$ cat config.mk
export PLATFORM = sky130hd
export DESIGN_NAME = imuldiv_div_initiator
export DESIGN_NICKNAME = d
export VERILOG_FILES = /design/src/rtl/imuldiv_div_initiator.sv
export SDC_FILE = /design/constraint.sdc
export NUM_CORES = 1
export LEC_CHECK = 0
export CELL_PAD_IN_SITES_DETAIL_PLACEMENT = 2
export CELL_PAD_IN_SITES_GLOBAL_PLACEMENT = 2
export CORE_ASPECT_RATIO = 1.5
export CORE_MARGIN = 10
export CORE_UTILIZATION = 37
export DETAILED_ROUTE_END_ITERATION = 10
export PLACE_DENSITY_LB_ADDON = 0.1
export SYNTH_ARGS = -nofsm -noshare
export SYNTH_HDL_FRONTEND = slang
export SYNTH_SLANG_ARGS = --single-unit
$ cat constraint.sdc
create_clock -name clk -period 5.1 [get_ports clk]
set_input_delay 0.51 -clock clk [delete_from_list [all_inputs] [get_ports clk]]
set_output_delay 0.51 -clock clk [all_outputs]
set_load 0.02 [all_outputs]
$ cat src/rtl/imuldiv_div_initiator.sv
// Front end for an iterative divider: handles divide-by-zero locally and
// replays the most recent divider result when the same operands come back.
module imuldiv_div_initiator (
    input  logic        clk,
    input  logic        reset,
    input  logic        cmd_val,
    output logic        cmd_rdy,
    input  logic [1:0]  cmd_op,
    input  logic [31:0] cmd_a,
    input  logic [31:0] cmd_b,
    output logic        resp_val,
    input  logic        resp_rdy,
    output logic [31:0] resp_data,
    output logic        divreq_val,
    input  logic        divreq_rdy,
    output logic        divreq_msg_fn,
    output logic [31:0] divreq_msg_a,
    output logic [31:0] divreq_msg_b,
    input  logic        divresp_val,
    output logic        divresp_rdy,
    input  logic [63:0] divresp_msg_result,
    output logic [7:0]  reuse_cnt
);

    typedef enum logic [1:0] {IDLE, REQ, WAIT, RESP} state_t;

    state_t      state_q, state_d;
    logic [1:0]  op_q;
    logic [31:0] a_q, b_q;
    logic        fn_q;

    logic        cache_valid;
    logic [31:0] cache_a, cache_b;
    logic        cache_fn;
    logic [63:0] cache_result;

    logic        cmd_fn;
    logic        b_zero;
    logic        cache_hit;
    logic        cmd_xfer;
    logic        divresp_xfer;

    assign cmd_fn       = ~cmd_op[0];
    assign b_zero       = (cmd_b == '0);
    assign cache_hit    = cache_valid && (cmd_a == cache_a) && (cmd_b == cache_b)
                          && (cmd_fn == cache_fn);
    assign cmd_xfer     = cmd_val && cmd_rdy;
    assign divresp_xfer = divresp_val && divresp_rdy;

    assign divreq_msg_fn = fn_q;
    assign divreq_msg_a  = a_q;
    assign divreq_msg_b  = b_q;

    always_ff @(posedge clk or negedge reset) begin
        if (!reset) begin
            state_q <= IDLE;
        end else begin
            state_q <= state_d;
        end
    end

    always_comb begin
        state_d     = state_q;
        cmd_rdy     = 1'b0;
        divreq_val  = 1'b0;
        divresp_rdy = 1'b0;
        resp_val    = 1'b0;
        case (state_q)
            IDLE: begin
                cmd_rdy = 1'b1;
                if (cmd_val) begin
                    state_d = (b_zero || cache_hit) ? RESP : REQ;
                end
            end
            REQ: begin
                divreq_val = 1'b1;
                if (divreq_rdy) state_d = WAIT;
            end
            WAIT: begin
                divresp_rdy = 1'b1;
                if (divresp_val) state_d = RESP;
            end
            RESP: begin
                resp_val = 1'b1;
                if (resp_rdy) state_d = IDLE;
            end
            default: state_d = IDLE;
        endcase
    end

    // Divide-by-zero answers follow the RISC-V convention and never touch the cache.
    always_ff @(posedge clk or negedge reset) begin
        if (!reset) begin
            op_q         <= '0;
            a_q          <= '0;
            b_q          <= '0;
            fn_q         <= 1'b0;
            cache_valid  <= 1'b0;
            cache_a      <= '0;
            cache_b      <= '0;
            cache_fn     <= 1'b0;
            cache_result <= '0;
            resp_data    <= '0;
            reuse_cnt    <= '0;
        end else begin
            if (cmd_xfer) begin
                op_q <= cmd_op;
                a_q  <= cmd_a;
                b_q  <= cmd_b;
                fn_q <= cmd_fn;
                if (b_zero) begin
                    resp_data <= cmd_op[1] ? cmd_a : '1;
                end else if (cache_hit) begin
                    resp_data <= cmd_op[1] ? cache_result[63:32] : cache_result[31:0];
                    reuse_cnt <= reuse_cnt + 8'd1;
                end
            end
            if (divresp_xfer) begin
                cache_valid  <= 1'b1;
                cache_a      <= a_q;
                cache_b      <= b_q;
                cache_fn     <= fn_q;
                cache_result <= divresp_msg_result;
                resp_data    <= op_q[1] ? divresp_msg_result[63:32]
                                        : divresp_msg_result[31:0];
            end
        end
    end

endmodule

Word-level counts from Yosys, hierarchy flattened
Cells that the tools add are included.
Widths: inputs -> output; s select.
{"block": "op_classes", "add_sub_neg": 1, "eq_ne": 10, "mux": 17, "bitwise": 2, "n_reduce_logical": 13}
{"cell": "$mux 32", "n": 7}
{"cell": "$eq 32x32->1", "n": 2}
{"cell": "$logic_not 32->1", "n": 1}
{"cell": "$mux 2", "n": 5}
{"cell": "$add 8x1->8 const B", "n": 1}
{"cell": "$ne 2x2->1 const B", "n": 4}
{"cell": "$pmux 2 s4", "n": 1}
{"cell": "$logic_and 1x1->1", "n": 5}
{"cell": "$eq 2x2->1 const B", "n": 2}
{"cell": "$mux 1", "n": 4}
{"cell": "$reduce_and 4->1", "n": 1}
{"cell": "$reduce_and 3->1", "n": 1}
{"cell": "$reduce_bool 3->1", "n": 1}
{"cell": "$eq 2x1->1 const B", "n": 1}
{"cell": "$logic_not 2->1", "n": 1}
{"cell": "$not 1->1", "n": 2}
{"cell": "$reduce_and 2->1", "n": 1}
{"cell": "$reduce_bool 2->1", "n": 1}
{"cell": "$eq 1x1->1", "n": 1}
{"cell": "$logic_or 1x1->1", "n": 1}
{"block": "word_totals", "reg_bits": 239, "input_bits": 136, "out_inout_bits": 109, "word_cells": 55}

Longest topological paths before layout
{"block": "logic_depth", "ltp_word": 8, "mapped_depth": 8, "ltp_nobuf": 7}

Least setup slack after synthesis
OpenSTA, ideal clock, no wires.
{"block": "synth_path", "path_kind": "input to register", "startpoint": "in cmd_b[27]", "endpoint": "reg resp_data[10]", "arrival_ns": 2.284, "required_ns": 4.975, "setup_slack_ns": 2.691, "stages": 7, "n_path_buf": 1, "cell_sequence": "and2b_1 a2111o_1 nor4_4 nand4_4 o221a_4 buf_6 mux2_4"}
{"block": "synth_via", "elab_chain_len": 5, "word_cells_on_any_way": 9, "classes_between": "1 x eq/ne; 3 x mux; 5 x reduce/logical"}
{"element": "start: declaration", "line": "10", "rtl": "input logic [31:0] cmd_b,"}
{"element": "$eq 32x32->1", "line": "45", "rtl": "assign cache_hit = cache_valid && (cmd_a == cache_a) && (cmd_b == cache_b)"}
{"element": "$logic_and 1x1->1", "line": "45"}
{"element": "$logic_and 1x1->1", "line": "46", "rtl": "&& (cmd_fn == cache_fn);"}
{"element": "$reduce_bool 3->1 (no source line)"}
{"element": "$reduce_and 2->1 (no source line)"}
{"element": "end signal: assignment", "line": "112", "rtl": "resp_data <= cmd_op[1] ? cmd_a : '1;"}
{"element": "end signal: assignment", "line": "114", "rtl": "resp_data <= cmd_op[1] ? cache_result[63:32] : cache_result[31:0];"}
{"element": "end signal: assignment", "line": "124", "rtl": "resp_data <= op_q[1] ? divresp_msg_result[63:32]"}
{"element": "end: declaration", "line": "13", "rtl": "output logic [31:0] resp_data,"}
Several ways; a longest one is shown, not always the timed one. The select of a mux whose other input is x is not followed.
A chain may end at the register's enable or synchronous reset.

Final worst setup path
{"block": "layout_path", "startpoint": "in cmd_a[7]", "endpoint": "reg resp_data[28]"}
{"block": "layout_via", "elab_chain_len": 6}
{"element": "start: declaration", "line": "9", "rtl": "input logic [31:0] cmd_a,"}
{"element": "$eq 32x32->1", "line": "45"}
{"element": "$logic_and 1x1->1 (2 in series)", "line": "45"}
{"element": "$logic_and 1x1->1", "line": "46"}
{"element": "$reduce_bool 3->1 (no source line)"}
{"element": "$reduce_and 2->1 (no source line)"}
No other way between the ends.

==> impl_metrics.yaml <==
final_layout:
  drive_gt1_share_pct: 25.2
  fillers: 2962
  antenna_cells: 0
  seq_area_mm2: 0.00596
  final_cell_count_no_fill: 1525
  syn2layout_area_growth_pct: 32.0
  multi_input_area_mm2: 0.00515
  final_nets: 1251
synthesis:
  synth_cells: 885
  synth_adder_area_share_pct: 0.549
  ys_warn_count: 0
  synthFlopType: "dfrtp_1"
  yosys.area_share.simple_pct: 7.03
  mappedNetlistNets: 1026
  synth_area_leaders: "dfrtp_1, mux2_2, mux2_4, xnor2_1, mux2i_1"
  synth.area.mux_share_pct: 25.9
  ys_ff_latch: 238
  synth_top_family_by_area: "multiplexers"
  syn_avg_cell_area_um2: 12.9
  synth_edf_count: 0
  syn_area_mm2: 0.0114
  synth_xor_area_share_pct: 4.54
  yosysTopAreaCell: "dfrtp_1"
  synthMostInstantiatedCell: "dfrtp_1"
  synth_top_cell_area_share_pct: 52.3
  yosys.cell_types.count: 39
  synth_compound_area_share_pct: 7.02
  async_reset_ff_share_pct: 100
  ys_seq_area_share_pct: 52.3
  synthTopCellsByCount: "dfrtp_1, mux2_2, clkbuf_1, xnor2_1, o21ai_0"
clock_tree:
  cts_hold_buf: 0
  clock_latency_ps: 540
  clock-root-buffer: "clkbuf_16"
  cts_buffers: 25
  cts_buffer_depth: 3
  clock_sinks: 238
  cts-resized-gates: 0
  clkTransAtPathRegs_ps: 60
  htree_levels: 1
  cts_setup_buffers: 0
  cts_tree: "yes"
global_routing:
  grt_pass1_wl_um: 59900
  overflow: 0
  grt_pass1_vias: 9511
  grt_antenna_before_repair: 1
  grt_use_total_pct: 20.0
  grt_max_degree: 105
power_and_ir_drop:
  p_leak_nw: 6.32
  power_density_mw_per_mm2: 631
  vdd_drop_max_mv: 0.284
  total_power_mw: 9.49
route:
  routed_via_density: 5.36
  num_vias: 8175
  wire_per_inst_um: 25.7
  ant_nets: 0
  drt_iter0_markers: 362
  finalWirelength_um: 39200
  drc: 0
  dr.pass1.iters: 4
setup_path:
  worstSetupEndpointType: "register"
  critPathLaunch: "cmd_a[7]"
  crit_required_ps: 5510
  crit_fanout: 32
  rr_endpoint: "resp_data[28]"
  start_kind: "primary input"
  rr_worst_depth: 6
  regToRegSetupSlack_ps: 1940
  critPathCapture: "resp_data[28]"
  worst_ep_arrival_time_ps: 3680
  timing.rr.start: "cache_a[7]"
  critPathKind: "in -> reg"
die:
  start_util_pct: 37.5
  coreArea_mm2: 0.0304
  io_pins: 245
  dieWidth_um: 163
  dieArea_mm2: 0.0383
  num_rows: 78
  fp.dieH_um: 235
hold_path:
  hold_class: "in -> async"
place:
  numPlacedInstances: 1483
  gp_congestion: 0.777
  portBuffers: 244
  hpwlAfterDp_um: 28200
timing:
  max_slew.worst_pin.slew_ps: 1160
  hold_viol_final: 7
  setup_viol: 0
  finalMaxSlewViolations: 0
  finalCriticalPeriod_ps: 3260
  min_period_over_period_pct: 64.0
  rsz0062_at_grt: "false"
  maxSlewHeadroom_pct: 22.5
  fmax_ghz: 0.306
  clock_skew_ps: 14.4
  fin_hold_ws_ps: -23.3
  tns_ps: 0
outcome:
  violations: "negative hold slack"
  status: "finished, violations left"
job:
  cap_violations: 0
==> cell type report <==
| cell class | instances | share of cell area [%] |
|---|---|---|
| Clock buffer | 32 | 4.60 |
| Clock inverter | 10 | 0.866 |
| Sequential cell | 238 | 39.6 |
| Multi-Input combinational cell | 571 | 34.2 |
| Timing Repair Buffer | 257 | 16.9 |
| Tap cell | 400 | 3.33 |
| Inverter | 17 | 0.425 |
==> worst min-delay path by stage <==
stage | start | to | cells past startpoint
floorplan | reset | cache_a[0] | 0
global placement | cache_valid | cache_valid | 1
detailed placement | cache_valid | cache_valid | 1
CTS | reset | reuse_cnt[6] | 1
global route | reset | reuse_cnt[0] | 1
finish | reset | reuse_cnt[6] | 1
==> power by group <==
group	switching, mW	total, mW	internal (mW)
sequential	0.736	3.56	2.83
combinational	1.81	4.03	2.22
clock	0.790	1.89	1.10
==> flip-flops by register name, summed over array words and instances (netlist names), 2 cells and up <==
name	count
cache_result	64
cache_a	32
cache_b	32
divreq_msg_a	32
divreq_msg_b	32
resp_data	32
reuse_cnt	8
state_q	2
==> per-stage QoR <==
stage,utilization (%),hold WS (ps),setup slack (ps),cell area [um2]
floorplan,-,214,2690,11400
global placement,46.8,449,1250,14200
detailed placement,46.8,457,1210,14200
CTS,49.5,59.2,1780,15000
global route,49.5,85.3,1820,15000
finish,49.5,-23.3,1840,15000
==> worst max-delay path, stage by stage <==
cell	delay, ps
clkdlybuf4s50_1	470
xnor2_1	480
nand4_1	200
nor4_1	700
nand4_4	290
o221a_4	560
mux2_4	400
==> logic make-up after synthesis <==
family                   Yosys count
AO/OA/AOI/OAI                    119
XOR/XNOR                          59
adder cells (fa/ha/maj)            5
buffers and inverters             76
flip-flops                       238
multiplexers                     255
AND/OR/NAND/NOR                  133
==> per-layer routing <==
layer	up-vias	track usage (%)	wire (um)
li1	3685	-	-
met1	4255	23.5	16000
met5	-	0	7
met2	182	35.6	20300
met4	2	6.80	1210
met3	51	3.44	1630
==> layout by cell type, fill, tap and decap left out, types with 4 or more instances in the layout <==
cell,count
clkdlybuf4s50_1,242
dfrtp_1,237
mux2_2,191
xnor2_1,51
o21ai_0,40
o22ai_1,37
nand3_1,33
o31ai_1,32
mux2i_1,32
and3_1,31
mux2_4,30
clkbuf_16,25
inv_1,17
nand4_1,17
buf_4,13
nor4_1,10
nand2_1,9
nor2b_1,8
xor2_1,8
nor3_1,6
nand2b_1,5
ha_1,5
clkinv_2,5
clkbuf_8,4
No activity file was read; power rests on OpenSTA's default activity.
